==> config.mk <==
export PLATFORM = sky130hd
export DESIGN_NAME = uart_param_core_flat
export DESIGN_NICKNAME = d
export VERILOG_FILES = /design/src/rtl/uart_pkg.sv /design/src/rtl/uart_param_core_if.sv /design/src/rtl/uart_baud_tick.sv /design/src/rtl/uart_param_core.sv /design/src/flat_wrapper.sv
export SDC_FILE = /design/constraint.sdc
export NUM_CORES = 1
export LEC_CHECK = 0
export CORE_ASPECT_RATIO = 1.5
export CORE_MARGIN = 2
export CORE_UTILIZATION = 60
export DETAILED_ROUTE_END_ITERATION = 10
export GPL_TIMING_DRIVEN = 0
export PLACE_DENSITY = 0.79
export RECOVER_POWER = 100
export SETUP_SLACK_MARGIN = 0.5
export SLEW_MARGIN = 20
export SYNTH_ARGS = -nofsm -noshare
export SYNTH_HDL_FRONTEND = slang
export SYNTH_SLANG_ARGS = --single-unit
==> constraint.sdc <==
create_clock -name PCLK -period 4.8 [get_ports PCLK]
set_input_delay 1.2 -clock PCLK [delete_from_list [all_inputs] [get_ports PCLK]]
set_output_delay 1.2 -clock PCLK [all_outputs]
set_load 0.005 [all_outputs]
==> src/rtl/uart_pkg.sv <==
// Shared constants, state encoding and divider helper for the UART core.
package uart_pkg;

  localparam int unsigned PAR_NONE = 0;
  localparam int unsigned PAR_EVEN = 1;
  localparam int unsigned PAR_ODD  = 2;

  typedef enum logic [2:0] {IDLE, START, DATA, PARITY, STOP} uart_state_t;

  // Clock cycles per oversample tick, floored, never below 1.
  function automatic int unsigned calc_div(int unsigned clock, int unsigned baud,
                                           int unsigned os);
    int unsigned d;
    d = clock / (baud * os);
    return (d < 1) ? 1 : d;
  endfunction

endpackage

==> src/rtl/uart_param_core_if.sv <==
// Pad-side serial pair plus MCU-side byte interface of the UART core.
interface uart_param_core_if #(
  parameter int unsigned DBITS = 8
);
  logic             rx;
  logic             tx;
  logic             tx_start;
  logic [DBITS-1:0] tx_din;
  logic             tx_busy;
  logic             tx_done;
  logic [DBITS-1:0] rx_dout;
  logic             rx_done;
  logic             rx_parity_err;
  logic             rx_frame_err;

  modport slave (
    input  rx, tx_start, tx_din,
    output tx, tx_busy, tx_done, rx_dout, rx_done, rx_parity_err, rx_frame_err
  );

  modport master (
    output rx, tx_start, tx_din,
    input  tx, tx_busy, tx_done, rx_dout, rx_done, rx_parity_err, rx_frame_err
  );
endinterface

==> src/rtl/uart_baud_tick.sv <==
// Free-running divider producing a one-cycle oversample tick enable.
module uart_baud_tick #(
  parameter int unsigned DIV = 1
) (
  input  logic clk_i,
  input  logic rst_ni,
  output logic tick_o
);
  localparam int unsigned CntW = (DIV > 1) ? $clog2(DIV) : 1;
  localparam logic [CntW-1:0] CntLast = CntW'(DIV - 1);

  logic [CntW-1:0] cnt_q, cnt_d;

  // Wrap at DIV-1 so the tick fires once every DIV cycles.
  always_comb begin
    cnt_d = (cnt_q == CntLast) ? '0 : cnt_q + 1'b1;
  end

  // Counter register.
  always_ff @(posedge clk_i or negedge rst_ni) begin
    if (!rst_ni) cnt_q <= '0;
    else         cnt_q <= cnt_d;
  end

  assign tick_o = (cnt_q == CntLast);
endmodule

==> src/rtl/uart_param_core.sv <==
// Full-duplex UART: oversampled receiver and bit-timed transmitter on one clock.
module uart_param_core
  import uart_pkg::*;
#(
  parameter int unsigned CLOCK_RATE = 100000000,
  parameter int unsigned BAUD_RATE  = 9600,
  parameter int unsigned OVERSAMPLE = 16,
  parameter int unsigned DBITS      = 8,
  parameter int unsigned PARITY     = PAR_NONE,
  parameter int unsigned STOP_BITS  = 1
) (
  input logic              PCLK,
  input logic              PRESETn,
  uart_param_core_if.slave bus
);
  localparam int unsigned Div       = calc_div(CLOCK_RATE, BAUD_RATE, OVERSAMPLE);
  localparam int unsigned BitCycles = Div * OVERSAMPLE;
  localparam int unsigned SW        = $clog2(OVERSAMPLE);
  localparam int unsigned TW        = (BitCycles > 1) ? $clog2(BitCycles) : 1;
  localparam int unsigned NW        = $clog2(DBITS);
  localparam logic [SW-1:0] SMid    = SW'(OVERSAMPLE / 2 - 1);
  localparam logic [SW-1:0] SLast   = SW'(OVERSAMPLE - 1);
  localparam logic [TW-1:0] TLast   = TW'(BitCycles - 1);
  localparam logic [NW-1:0] NLast   = NW'(DBITS - 1);
  localparam logic HasPar   = (PARITY != PAR_NONE);
  localparam logic IsOdd    = (PARITY == PAR_ODD);
  localparam logic StopLast = (STOP_BITS == 2);

  logic tick;
  uart_baud_tick #(.DIV(Div)) u_tick (.clk_i(PCLK), .rst_ni(PRESETn), .tick_o(tick));

  // ---------------- receiver ----------------
  logic [1:0]       sync_q;
  logic             rx_s;
  uart_state_t      rx_st_q, rx_st_d;
  logic [SW-1:0]    rx_s_q, rx_s_d;
  logic [NW-1:0]    rx_n_q, rx_n_d;
  logic [DBITS-1:0] rx_sh_q, rx_sh_d, rx_dout_q, rx_dout_d;
  logic rx_par_q, rx_par_d, armed_q, armed_d;
  logic rx_pe_q, rx_pe_d, rx_fe_q, rx_fe_d, rx_done_q, rx_done_d;

  // Two-flop synchroniser, idles high so reset never looks like a start bit.
  always_ff @(posedge PCLK or negedge PRESETn) begin
    if (!PRESETn) sync_q <= 2'b11;
    else          sync_q <= {sync_q[0], bus.rx};
  end
  assign rx_s = sync_q[1];

  // Rx next state: mid-bit sampling on oversample ticks; a frame error disarms until line high.
  always_comb begin
    rx_st_d   = rx_st_q;
    rx_s_d    = rx_s_q;
    rx_n_d    = rx_n_q;
    rx_sh_d   = rx_sh_q;
    rx_par_d  = rx_par_q;
    rx_dout_d = rx_dout_q;
    rx_pe_d   = rx_pe_q;
    rx_fe_d   = rx_fe_q;
    rx_done_d = 1'b0;
    armed_d   = armed_q | (tick & rx_s);
    case (rx_st_q)
      IDLE: if (!rx_s && armed_q) begin
        rx_st_d = START;
        rx_s_d  = '0;
      end
      START: if (tick) begin
        if (rx_s_q == SMid) begin
          rx_s_d  = '0;
          rx_n_d  = '0;
          rx_st_d = rx_s ? IDLE : DATA;
        end else begin
          rx_s_d = rx_s_q + 1'b1;
        end
      end
      DATA: if (tick) begin
        if (rx_s_q == SLast) begin
          rx_s_d  = '0;
          rx_sh_d = {rx_s, rx_sh_q[DBITS-1:1]};
          rx_n_d  = rx_n_q + 1'b1;
          if (rx_n_q == NLast) begin
            if (HasPar) rx_st_d = uart_pkg::PARITY;
            else        rx_st_d = STOP;
          end
        end else begin
          rx_s_d = rx_s_q + 1'b1;
        end
      end
      uart_pkg::PARITY: if (tick) begin
        if (rx_s_q == SLast) begin
          rx_s_d   = '0;
          rx_par_d = rx_s;
          rx_st_d  = STOP;
        end else begin
          rx_s_d = rx_s_q + 1'b1;
        end
      end
      STOP: if (tick) begin
        if (rx_s_q == SLast) begin
          rx_s_d    = '0;
          rx_dout_d = rx_sh_q;
          rx_fe_d   = !rx_s;
          rx_pe_d   = HasPar & ((^rx_sh_q) ^ rx_par_q ^ IsOdd);
          rx_done_d = 1'b1;
          if (!rx_s) armed_d = 1'b0;
          rx_st_d   = IDLE;
        end else begin
          rx_s_d = rx_s_q + 1'b1;
        end
      end
      default: rx_st_d = IDLE;
    endcase
  end

  // Rx state register.
  always_ff @(posedge PCLK or negedge PRESETn) begin
    if (!PRESETn) begin
      rx_st_q   <= IDLE;
      rx_s_q    <= '0;
      rx_n_q    <= '0;
      rx_sh_q   <= '0;
      rx_par_q  <= 1'b0;
      rx_dout_q <= '0;
      rx_pe_q   <= 1'b0;
      rx_fe_q   <= 1'b0;
      rx_done_q <= 1'b0;
      armed_q   <= 1'b1;
    end else begin
      rx_st_q   <= rx_st_d;
      rx_s_q    <= rx_s_d;
      rx_n_q    <= rx_n_d;
      rx_sh_q   <= rx_sh_d;
      rx_par_q  <= rx_par_d;
      rx_dout_q <= rx_dout_d;
      rx_pe_q   <= rx_pe_d;
      rx_fe_q   <= rx_fe_d;
      rx_done_q <= rx_done_d;
      armed_q   <= armed_d;
    end
  end

  // ---------------- transmitter ----------------
  uart_state_t      tx_st_q, tx_st_d;
  logic [TW-1:0]    tx_cnt_q, tx_cnt_d;
  logic [NW-1:0]    tx_n_q, tx_n_d;
  logic [DBITS-1:0] tx_sh_q, tx_sh_d;
  logic tx_par_q, tx_par_d, tx_stop_q, tx_stop_d;
  logic tx_q, tx_d, busy_q, busy_d, done_q, done_d, bit_end;

  // Tx next state: each bit held for BitCycles; busy is low exactly when IDLE.
  always_comb begin
    tx_st_d   = tx_st_q;
    tx_cnt_d  = tx_cnt_q;
    tx_n_d    = tx_n_q;
    tx_sh_d   = tx_sh_q;
    tx_par_d  = tx_par_q;
    tx_stop_d = tx_stop_q;
    tx_d      = tx_q;
    busy_d    = busy_q;
    done_d    = 1'b0;
    bit_end   = (tx_cnt_q == TLast);
    if (tx_st_q != IDLE) tx_cnt_d = bit_end ? '0 : tx_cnt_q + 1'b1;
    case (tx_st_q)
      IDLE: if (bus.tx_start) begin
        tx_st_d   = START;
        tx_cnt_d  = '0;
        tx_sh_d   = bus.tx_din;
        tx_par_d  = (^bus.tx_din) ^ IsOdd;
        tx_stop_d = 1'b0;
        tx_d      = 1'b0;
        busy_d    = 1'b1;
      end
      START: if (bit_end) begin
        tx_st_d = DATA;
        tx_n_d  = '0;
        tx_d    = tx_sh_q[0];
        tx_sh_d = tx_sh_q >> 1;
      end
      DATA: if (bit_end) begin
        if (tx_n_q == NLast) begin
          if (HasPar) begin
            tx_st_d = uart_pkg::PARITY;
            tx_d    = tx_par_q;
          end else begin
            tx_st_d = STOP;
            tx_d    = 1'b1;
          end
        end else begin
          tx_n_d  = tx_n_q + 1'b1;
          tx_d    = tx_sh_q[0];
          tx_sh_d = tx_sh_q >> 1;
        end
      end
      uart_pkg::PARITY: if (bit_end) begin
        tx_st_d = STOP;
        tx_d    = 1'b1;
      end
      STOP: if (bit_end) begin
        if (tx_stop_q == StopLast) begin
          tx_st_d = IDLE;
          busy_d  = 1'b0;
          done_d  = 1'b1;
        end else begin
          tx_stop_d = 1'b1;
        end
      end
      default: tx_st_d = IDLE;
    endcase
  end

  // Tx state register.
  always_ff @(posedge PCLK or negedge PRESETn) begin
    if (!PRESETn) begin
      tx_st_q   <= IDLE;
      tx_cnt_q  <= '0;
      tx_n_q    <= '0;
      tx_sh_q   <= '0;
      tx_par_q  <= 1'b0;
      tx_stop_q <= 1'b0;
      tx_q      <= 1'b1;
      busy_q    <= 1'b0;
      done_q    <= 1'b0;
    end else begin
      tx_st_q   <= tx_st_d;
      tx_cnt_q  <= tx_cnt_d;
      tx_n_q    <= tx_n_d;
      tx_sh_q   <= tx_sh_d;
      tx_par_q  <= tx_par_d;
      tx_stop_q <= tx_stop_d;
      tx_q      <= tx_d;
      busy_q    <= busy_d;
      done_q    <= done_d;
    end
  end

  assign bus.tx            = tx_q;
  assign bus.tx_busy       = busy_q;
  assign bus.tx_done       = done_q;
  assign bus.rx_dout       = rx_dout_q;
  assign bus.rx_done       = rx_done_q;
  assign bus.rx_parity_err = rx_pe_q;
  assign bus.rx_frame_err  = rx_fe_q;
endmodule

==> src/flat_wrapper.sv <==
// flat-port wrapper written by rule: the top's interface ports become plain ports
module uart_param_core_flat import uart_pkg::*;
#(
  parameter int unsigned CLOCK_RATE = 100000000,
  parameter int unsigned BAUD_RATE  = 9600,
  parameter int unsigned OVERSAMPLE = 16,
  parameter int unsigned DBITS      = 8,
  parameter int unsigned PARITY     = PAR_NONE,
  parameter int unsigned STOP_BITS  = 1
)
  (PCLK, PRESETn, bus_rx, bus_tx_start, bus_tx_din, bus_tx, bus_tx_busy, bus_tx_done, bus_rx_dout, bus_rx_done, bus_rx_parity_err, bus_rx_frame_err);
  uart_param_core_if #(.DBITS(DBITS)) bus_i ();
  input logic PCLK;
  input logic PRESETn;
  input wire logic [$bits(bus_i.rx)-1:0] bus_rx;
  input wire logic [$bits(bus_i.tx_start)-1:0] bus_tx_start;
  input wire logic [$bits(bus_i.tx_din)-1:0] bus_tx_din;
  output wire logic [$bits(bus_i.tx)-1:0] bus_tx;
  output wire logic [$bits(bus_i.tx_busy)-1:0] bus_tx_busy;
  output wire logic [$bits(bus_i.tx_done)-1:0] bus_tx_done;
  output wire logic [$bits(bus_i.rx_dout)-1:0] bus_rx_dout;
  output wire logic [$bits(bus_i.rx_done)-1:0] bus_rx_done;
  output wire logic [$bits(bus_i.rx_parity_err)-1:0] bus_rx_parity_err;
  output wire logic [$bits(bus_i.rx_frame_err)-1:0] bus_rx_frame_err;
  assign bus_i.rx = bus_rx;
  assign bus_i.tx_start = bus_tx_start;
  assign bus_i.tx_din = bus_tx_din;
  assign bus_tx = bus_i.tx;
  assign bus_tx_busy = bus_i.tx_busy;
  assign bus_tx_done = bus_i.tx_done;
  assign bus_rx_dout = bus_i.rx_dout;
  assign bus_rx_done = bus_i.rx_done;
  assign bus_rx_parity_err = bus_i.rx_parity_err;
  assign bus_rx_frame_err = bus_i.rx_frame_err;
  uart_param_core #(.CLOCK_RATE(CLOCK_RATE), .BAUD_RATE(BAUD_RATE), .OVERSAMPLE(OVERSAMPLE), .DBITS(DBITS), .PARITY(PARITY), .STOP_BITS(STOP_BITS)) u_core (.PCLK(PCLK), .PRESETn(PRESETn), .bus(bus_i));
endmodule
==> run summary, run 1 <==
- dfrtp_1 — most used flip-flop cell after synthesis
- 486 — Filler Cells Inserted
- 9 — total clock buffers created by CTS
- 6.035 — vias per std cell
- 12.77% — Area Overhead vs Synth
- 0 — # DRC
- 2740 — total via count after detailed routing
- 20.90% — switching share of power
- 395 — layout net count
- 61.17% — initial core utilization
- u_core.tx_n_q[0]$_DFFE_PN0P_ — reg-to-reg critical path startpoint
- clkbuf_8 — buffer type at the clock tree root
- 2692 — number of global-route vias before repair
- simple AND/OR/NAND/NOR gates — largest family of logic cells by synthesized area
- 0 — total of warnings raised by yosys
- 1.960 nW — leakage dissipation
- 2.823% — xor-xnor portion of the synthesized cell area
- 0.1727 mV — worst voltage drop across the vdd grid
- 0.9140 — global placement routability congestion
- 3470 ps — signal arrival time at the worst endpoint
- u_core.sync_q[0]$_DFF_PN1_ — hold path startpoint
- u_core.sync_q[1]$_DFF_PN1_ — worst hold endpoint
- 0 — post-detailed-route count of antenna-violating nets
- 454 — non-filler instance count after layout
- 12.16 mm — first-pass GRT wire length
- 26 — count of pins on the block boundary
- 7.007 mm — Total Routed Length
- 6 — worst reg-to-reg path cell count
- 359 — synthesized netlist net count
- 1807 µm² — area of all sequential standard cells
- nor3_1 — most used cell along the critical path
- 67.47% — Period Utilization, post-route
- input pin — type of origin of the critical path
- done — CTS tree
- 100.5 µm — Chip Height
- 2.5% — Comb pwr share
- 1729 µm² — multi-input combinational cell area
- 15.79% — share of final-layout standard cells stronger than drive strength 1
- 908.3 µW — cell-internal power
- 4.952 mm — DP Wirelength
- reg2reg — HP Class
- 35 — Std-Cell Rows
- 273.5 nW/µm² — pwr dens
- 3724 µm² — area of the mapped netlist
- 0 — Hold Crit Depth
- 0 — number of hold violations in the final report
- 5030 ps — Worst Path Required
- -28.75% — worst slew margin relative to its limit
- 8 — maximum fanout along the worst path
- 240.0 µW — net load switching power
- 2050 ps — reg-to-reg setup timing slack
- 2 — Bufs on Longest Clock Path
- 3239 ps — shortest period the worst path allows
- 100.0% — share of async-settable or async-resettable flops after synthesis
- 0 — cts repair resizes
- 6865 µm² — die area
- 10.99% — share of synthesized area spent on multiplexers
- 6087 µm² — Core Box Area
- 38 — pin count of the biggest net entering global routing
- 12.57% — compound-gate portion of the synthesized area
- 1 — total of max-cap violations
- 0.3088 GHz — fmax
- finished, violations left — run status
- 0 ps — accumulated negative setup slack
- a21boi_0 — critical path's slowest cell
- 247 — Detailed Route Iter0 Violations
- 0 — count of inserted antenna diode cells
- 5.649 ps — Layout Skew
- 890 ps — maximum single-stage delay on the critical path
- 80 ps — clock input transition at the sequential cells of the worst setup and hold paths
- 10.98 µm² — mean instance size in the synthesized netlist
- 340 ps — worst-skew pair later-pin latency
- 15.43 µm — average detailed-routed wire length per instance
- 1931 ps — Worst Max-Slew Pin Slew
- 0 — final count of negative-setup-slack endpoints
- 68.32 µm — die width
- 59 — Unique masters post-synth
- 37 — Max Transition Viols Final
- dfrtp_1 46%, mux2_2 7.0%, mux2_4 3.2%, a31oi_1 3.0%, dfstp_2 2.8% — cell types occupying the most area after synthesis
- dfrtp_1 — dominant cell type by area after synthesis
- dlygate4sd3_1 -> nor3_1 -> nor3_1 -> a21boi_0 -> mux2_2 — cells along the critical path
- 438 — cell count after placement
- 1840 ps — worst setup slack after placement
- dfrtp_1 — most numerous cell in the Yosys netlist
- 2.688% — post-synthesis adder-cell area fraction
- 44.0% — part of the total power dissipated in the clock network
- 72 — synthesized flop and latch total
- 1561 ps — worst path setup slack after routing
- flip-flop — CP Capture Type
- 0 — antenna violations before repair
- 19.09% — area share of and/or/nand/nor cells after synthesis
- u_core.tx_sh_q[2]$_DFFE_PN0P_ — FF-to-FF End
- 0 — grt total ovfl
- 3 — CTS H-tree lvls
- 0 — Post-synth EDFFs
- 361.6 ps — smallest hold slack
- 23.36% — Overall Global Routing Usage
- 45.70% — share of the synthesized area in the top cell type
- 0 — post-CTS setup buffer count
- 4 — 1st-pass router iterations
- 68.98% — post-route core utilization
- no — RSZ-0062 raised after global routing
- 53.5% — proportion of power drawn by flip-flops and latches
- 24 — number of buffer cells added on primary ports
- 48.52% — register area share after synthesis
- 0 — hold bufs inserted after CTS
- max-capacitance violations, max-slew violations — violated checks
- 68 x dfrtp_1, 23 x mux2_2, 21 x nand2_1, 20 x nand3_1, 18 x a31oi_1 — most instantiated cells after synthesis
- in2reg — path type of the worst setup path
- 339 — number of instances in the synthesized netlist
- 72 — clock sinks
[through the flow]
| stage | area (µm²) | power [mW] |
|---|---|---|
| after floorplan | 3724 | 0.6320 |
| after global routing | 4199 | 1.195 |
| after CTS | 4290 | 1.162 |
| after global placement | 4056 | 0.6546 |
| after detailed placement | 4074 | 0.6568 |
| final | 4199 | 1.148 |
[layout make-up]
| type | instances | area share, % |
|---|---|---|
| sequential | 72 | 43.03 |
| clock inverter | 4 | 1.222 |
| inverter | 6 | 0.5364 |
| timing repair buffer | 25 | 6.049 |
| buffer | 18 | 1.847 |
| multi-input combinational | 243 | 41.18 |
| clock buffer | 12 | 3.933 |
| tap | 74 | 2.205 |
[sequential cells by signal, summed over array words and instances, names as in the netlist]
register / count
u_core.rx_st_q: 3
u_core.tx_cnt_q: 14
u_core.bus.rx_done: 1
u_core.u_tick.cnt_q: 10
u_core.bus.rx_frame_err: 1
u_core.rx_n_q: 3
u_core.bus.tx_busy: 1
u_core.rx_sh_q: 8
u_core.bus.tx: 1
u_core.tx_n_q: 3
u_core.bus.tx_done: 1
u_core.tx_st_q: 3
u_core.rx_s_q: 4
u_core.sync_q: 2
u_core.bus.rx_dout: 8
u_core.tx_sh_q: 8
u_core.armed_q: 1
[worst max path at each step]
stage / slack, ps / start / cells past startpoint / endpoint
final: 1560 / bus_tx_start / 5 / u_core.tx_sh_q[2]$_DFFE_PN0P_
after global routing: 1340 / bus_tx_start / 5 / u_core.tx_sh_q[1]$_DFFE_PN0P_
after CTS: 2170 / bus_tx_start / 5 / u_core.tx_sh_q[5]$_DFFE_PN0P_
after detailed placement: 1840 / bus_tx_start / 5 / u_core.tx_sh_q[5]$_DFFE_PN0P_
after global placement: 150 / PRESETn / 1 / u_core.bus.tx_done$_DFF_PN0_
after floorplan: 2630 / bus_tx_start / 4 / u_core.tx_sh_q[0]$_DFFE_PN0P_
[power by group through the flow]
| stage | Sequential [mW] | Combinational [mW] | Clock (mW) |
|---|---|---|---|
| final | 0.614 | 0.0293 | 0.505 |
| after global routing | 0.614 | 0.0340 | 0.547 |
| after CTS | 0.614 | 0.0312 | 0.517 |
| after detailed placement | 0.626 | 0.0312 | 0 |
| after global placement | 0.626 | 0.0289 | 0 |
| after floorplan | 0.625 | 0.00715 | 0 |
[kinds of logic after synthesis]
group | after synthesis
other | 1
adders and majority gates | 8
and+or+nand+nor | 120
muxes | 34
buffers and inverters | 24
xor gates and xnor gates | 12
AOI/OAI and AO/OA | 68
DFF | 72
[cell usage in the layout, fill, tap and decap left out, types with 12 or more instances in the layout]
cell type and n:
nor2_1 15, nand2_1 22, dlygate4sd3_1 15, mux2_2 23
clkbuf_1 13, dfrtp_1 68, clkbuf_8 12, a31oi_1 18
nand3_1 21, o21ai_0 13
[critical path, delay by kind of cell]
kind                   cells  cell delay (ps)
buffers and inverters      1              660
AO/OA/AOI/OAI              1              890
AND/OR/NAND/NOR            2              300
multiplexers               1              420
[metal layers]
metal | global-route usage [%] | vias up | part of all wire [%]
li1 | - | 1333 | -
met1 | 29.57 | 1340 | 44
met2 | 38.61 | 59 | 52
met3 | 4.358 | 8 | 2.9
met4 | 9.692 | 0 | 1.4
met5 | 0 | - | 0
No activity file was read; power rests on OpenSTA's default activity.
==> run 2, diff against run 1 <==
- CORE_UTILIZATION: 60 -> 53
- PLACE_DENSITY: 0.79 -> 0.74
- clock period: 4.8 -> 2.7 ns (I/O delays scaled with it)
==> run 2 against run 1 <==
The run still ends with max-capacitance violations, max-slew violations left. Clock skew grew 7.4 ps. Utilization shrank 7.6 points. Die area up 13%. Setup slack worse by 1100 ps. Cell count increased by 0.88%. Highest routed layer unchanged. Final area increased by 0.15%. First-iteration DRC count down 51%. Critical path type is now reg2reg. Via count fell by 0.51%. Combinational power up 83%. Global-route usage is 2.8 points lower. Clock-buffer cell count fell by 3. Hold slack worse by 3.4 ps. Critical endpoint is now u_core.tx_cnt_q[3]$_DFF_PN0_.
==> run summary, run 2 (synthesis gave the netlist of run 1 again) <==
- no — RSZ-0062 raised after global routing
- 0.3252 mV — worst voltage drop across the vdd grid
- 0 — hold bufs inserted after CTS
- u_core.tx_cnt_q — largest reg by FF count
- 5.102 mm — DP Wirelength
- 14 — max reg flops
- 0 — number of hold violations in the final report
- 1855 ps — Worst Max-Slew Pin Slew
- 68 x dfrtp_1, 23 x mux2_2, 22 x nand2_1 — top library cells by usage in the layout, fill and taps aside
- 15.52 µm — average detailed-routed wire length per instance
- flip-flop — type of origin of the critical path
- finished, violations left — run status
- 12.94% — Area Overhead vs Synth
- 26 — count of pins on the block boundary
- 2970 ps — Worst Path Required
- 106.7 µm — Chip Height
- 0.8883 — global placement routability congestion
- 20.55% — Overall Global Routing Usage
- 34 — Max Transition Viols Final
- 7.106 mm — Total Routed Length
- 72.44 µm — die width
- 0 — count of inserted antenna diode cells
- 467.4 ps — worst path setup slack after routing
- 395 — layout net count
- 470 ps — reg-to-reg setup timing slack
- clkbuf_1 — critical path's slowest cell
- 0 — cts repair resizes
- ha_1 -> and3_1 -> nand4_1 -> clkbuf_1 -> buf_6 -> nand3_1 -> a31oi_1 — cells along the critical path
- max-capacitance violations, max-slew violations — violated checks
- reg2reg — path type of the worst setup path
- 9 — total clock buffers created by CTS
- 13.07 ps — Layout Skew
- 480 ps — maximum single-stage delay on the critical path
- u_core.tx_cnt_q x14, u_core.u_tick.cnt_q x10 — top flop regs
- 1 — total of max-cap violations
- 5.952 — vias per std cell
- 0 — post-detailed-route count of antenna-violating nets
- 0 — final count of negative-setup-slack endpoints
- 580 — Filler Cells Inserted
- 0 — post-CTS setup buffer count
- 40 — pin count of the biggest net entering global routing
- 7726 µm² — die area
- 0 — grt total ovfl
- 72 — clock sinks
- 6852 µm² — Core Box Area
- 4 — 1st-pass router iterations
- 54.35% — initial core utilization
- 2726 — total via count after detailed routing
- flip-flop — CP Capture Type
- 257.1 ps — worst setup slack after placement
- 17.11% — share of final-layout standard cells stronger than drive strength 1
- done — CTS tree
- 463.8 nW/µm² — pwr dens
- 37 — Std-Cell Rows
- 2500 ps — signal arrival time at the worst endpoint
- 0.4479 GHz — fmax
- 2788 — number of global-route vias before repair
- 80 ps — clock input transition at the sequential cells of the worst setup and hold paths
- 2 — Bufs on Longest Clock Path
- 2233 ps — shortest period the worst path allows
- 1.950 mW — total chip power
- 2 — CP bufs+invs
- 10 — maximum fanout along the worst path
- 82.69% — Period Utilization, post-route
- 24 — number of buffer cells added on primary ports
- dfrtp_1 — most frequent standard cell in the layout excluding fill and tap cells
- 12.70 mm — first-pass GRT wire length
- 360 ps — worst-skew pair later-pin latency
- 61.38% — post-route core utilization
- 0 — antenna violations before repair
- 0 — # DRC
- 1.960 nW — leakage dissipation
- -23.64% — worst slew margin relative to its limit
- buffers and inverters — gate family responsible for the most delay along the worst path
- 3 — CTS H-tree lvls
- 121 — Detailed Route Iter0 Violations
- clkbuf_8 — buffer type at the clock tree root
- reg2reg — HP Class
==> run 2: worst paths after layout <==
check                      cells after the start                    startpoint                                to
hold / removal                                 0    u_core.sync_q[0]$_DFF_PN1_        u_core.sync_q[1]$_DFF_PN1_
setup reg to reg                               7  u_core.tx_cnt_q[0]$_DFF_PN0_      u_core.tx_cnt_q[3]$_DFF_PN0_
setup / recovery                               7  u_core.tx_cnt_q[0]$_DFF_PN0_      u_core.tx_cnt_q[3]$_DFF_PN0_
max in group asynchronous                      1                       PRESETn  u_core.u_tick.cnt_q[0]$_DFF_PN0_
min in group asynchronous                      1                       PRESETn  u_core.u_tick.cnt_q[8]$_DFF_PN0_
hold reg to reg                                0    u_core.sync_q[0]$_DFF_PN1_        u_core.sync_q[1]$_DFF_PN1_
==> run 2: where the power goes <==
group          internal, mW  switching, mW
clock                 0.350          0.455
sequential             1.09        0.00437
combinational        0.0256         0.0279
==> run 2: stage by stage <==
stage / hold WS, ps / area [µm²] / TNS [ps] / instances
after floorplan: 345.2 / 3724 / 0 / 339
after detailed placement: 347.0 / 4079 / 0 / 442
after global routing: 362.0 / 4205 / 0 / 458
after CTS: 270.7 / 4264 / 0 / 458
final: 358.2 / 4205 / 0 / 458
after global placement: 345.9 / 4061 / -100980 / 441
==> run 2: layer usage <==
layer | vias to the layer above | GRT usage, % | part of all wire, %
met1 | 1329 | 25.47 | 43
met2 | 61 | 34.99 | 52
met4 | 0 | 7.011 | 1.6
met3 | 10 | 4.605 | 3.1
met5 | - | 0 | 0
li1 | 1326 | - | -
==> run 2: final cells by class <==
type	instances	area (µm²)	area share [%]
Multi-Input combinational cell	243	1745	41.51
Sequential cell	72	1807	42.96
Tap cell	78	97.59	2.321
Buffer	18	93.84	2.231
Clock inverter	7	61.31	1.458
Clock buffer	9	123.9	2.946
Inverter	6	22.52	0.5356
Timing Repair Buffer	25	254.0	6.040
==> run 2: worst register-to-register path: stages, from the launching register on <==
cell,delay (ps)
dfrtp_1,440
ha_1,260
and3_1,220
nand4_1,210
clkbuf_1,480
buf_6,220
nand3_1,80
a31oi_1,220
==> run 3, diff against run 2 <==
- CORE_UTILIZATION: 53 -> 59
- PLACE_DENSITY: 0.74 -> 0.78
- clock period: 2.7 -> 2.3 ns (I/O delays scaled with it)
==> run 3 against run 2 <==
The run now ends clean. Clock skew is essentially flat. Hold slack got worse by 220 ps. Final area up 6.4%. Critical path depth did not move. First-iteration DRC count is 120% higher. Power rose by 28%. Register-to-register slack worse by 250 ps. Via count is 7.7% higher. Global-route usage increased by 5.1 points. Maximum frequency rose by 7.3%.
==> run summary, run 3 (synthesis gave the netlist of run 1 again) <==
- 2.487 mW — total chip power
- 2937 — total via count after detailed routing
- 2310 ps — signal arrival time at the worst endpoint
- 556.0 nW/µm² — pwr dens
- 0.4517 mV — worst voltage drop across the vdd grid
- 0 — total of max-cap violations
- 72 — clock sinks
- 3 — CTS H-tree lvls
- met4 — top routing layer used
- 6976 µm² — die area
- 0 — antenna violations before repair
- 26 — count of pins on the block boundary
- 4120 µm² — standard cell area after detailed placement
- 2081 ps — shortest period the worst path allows
- 23.63% — share of final-layout standard cells stronger than drive strength 1
- reg2reg — path type of the worst setup path
- 60.73% — initial core utilization
- 90 ps — clock input transition at the sequential cells of the worst setup and hold paths
- 417 — layout net count
- 0 — Max Transition Viols Final
- 2906 — number of global-route vias before repair
- 265 — Detailed Route Iter0 Violations
- 350 ps — worst-skew pair later-pin latency
- u_core.tx_sh_q[2]$_DFFE_PN0P_ — FF-to-FF End
- 0 — final count of negative-setup-slack endpoints
- 18.29 µm — average detailed-routed wire length per instance
- u_core.tx_cnt_q x14, u_core.u_tick.cnt_q x10 — top flop regs
- 35 — Std-Cell Rows
- 20.13% — Area Overhead vs Synth
- 14 — max reg flops
- flip-flop — CP Capture Type
- 438 — cell count after placement
- clkbuf_8 — buffer type at the clock tree root
- 101.3 µm — Chip Height
- 0 ps — accumulated negative setup slack
- 3.365 mm — detailed-route wire length on metal 1
- 90.46% — Period Utilization, post-route
- 7 — worst reg-to-reg path cell count
- 8.704 mm — Total Routed Length
- 2530 ps — Worst Path Required
- 4 — 1st-pass router iterations
- 0 — count of inserted antenna diode cells
- 24 — number of buffer cells added on primary ports
- 6.170 — vias per std cell
- flip-flop — type of origin of the critical path
- done — CTS tree
- 220 ps — reg-to-reg setup timing slack
- 4473 µm² — total non-filler cell area in the finished layout
- 6131 µm² — Core Box Area
- u_core.tx_cnt_q — largest reg by FF count
- 0 — # DRC
- yes — RSZ-0062 raised after global routing
- in2async — HP Class
- 43 — pin count of the biggest net entering global routing
- 219.4 ps — worst path setup slack after routing
- 13.55 ps — Layout Skew
- finished, final reports clean — run status
- dfrtp_1 — most frequent standard cell in the layout excluding fill and tap cells
- 13.52 mm — first-pass GRT wire length
- 476 — non-filler instance count after layout
- 2 — Bufs on Longest Clock Path
- 25.61% — Overall Global Routing Usage
- 0.4806 GHz — fmax
- u_core.tx_n_q[1]$_DFFE_PN0P_ — reg-to-reg critical path startpoint
- 65 x dfrtp_1, 21 x nand2_1, 21 x nand3_1, 21 x buf_4, 18 x a31oi_1 — top library cells by usage in the layout, fill and taps aside
- 0.8397 — global placement routability congestion
- 7 — maximum fanout along the worst path
- 9 — total clock buffers created by CTS
- -43.01 ps — worst setup slack after placement
- 68.87 µm — die width
- 32.54% — worst slew margin relative to its limit
- 4.849 mm — met2 layer wire length in the routed design
- 5.273 mm — DP Wirelength
- 0 — grt total ovfl
- 285 µm — met3 wire length
- 2.111 nW — leakage dissipation
- 0 — post-detailed-route count of antenna-violating nets
- 0 — number of hold violations in the final report
- 1012 ps — Worst Max-Slew Pin Slew
[run 3: worst max path at each step]
stage,startpoint,end,slack [ps],cells after the start
2_1_floorplan,u_core.tx_n_q[0]$_DFFE_PN0P_,u_core.tx_sh_q[0]$_DFFE_PN0P_,490,6
5_1_grt,u_core.tx_n_q[1]$_DFFE_PN0P_,u_core.tx_sh_q[1]$_DFFE_PN0P_,170,7
3_5_place_dp,bus_tx_start,u_core.tx_sh_q[4]$_DFFE_PN0P_,-40,5
4_1_cts,u_core.tx_n_q[0]$_DFFE_PN0P_,u_core.tx_sh_q[2]$_DFFE_PN0P_,420,7
6_report,u_core.tx_n_q[1]$_DFFE_PN0P_,u_core.tx_sh_q[2]$_DFFE_PN0P_,220,7
3_3_place_gp,PRESETn,u_core.tx_st_q[0]$_DFFE_PN0P_,-1720,1
[run 3: final cells by class]
cell class	count	area, µm²
well taps	74	92.59
repair buffers	47	411.6
multi-input cells	243	1803
fillers	442	1658
clock buffers	9	123.9
flip-flops and latches	72	1810
clock inverters	7	101.3
inverters	6	22.52
plain buffers	18	107.6
[run 3: metal layers]
layer	global-route usage, %	up-vias
met5	0	-
met4	7.994	0
met3	5.222	20
met2	45.64	75
met1	30.20	1467
li1	-	1375
[run 3: stage by stage]
step	utilization (%)	hold WS [ps]
3_3_place_gp	66.92	352.0
3_5_place_dp	67.20	353.4
4_1_cts	73.14	160.8
5_1_grt	72.96	158.7
6_report	72.96	136.3
2_1_floorplan	-	279.4
[run 3: critical path: stages, from the launching register on]
cell and delay [ps]:
dfrtp_1 400, ha_1 240, ha_4 170, o21a_1 160, nor3_1 230, a21boi_4 280, buf_12 150, mux2_1 330
[run 3: repair_timing]
action / CTS / global route
hold buffers: 0 / 0
endpoints found under the setup margin: 48 / 53
setup buffers: 14 / 8
gates resized for setup: 10 / 36
pin swaps: 4 / 6
[run 3: power by group]
part           switching [mW]  internal (mW)
Clock                   0.521          0.622
Sequential            0.00592           1.28
Combinational          0.0337         0.0291
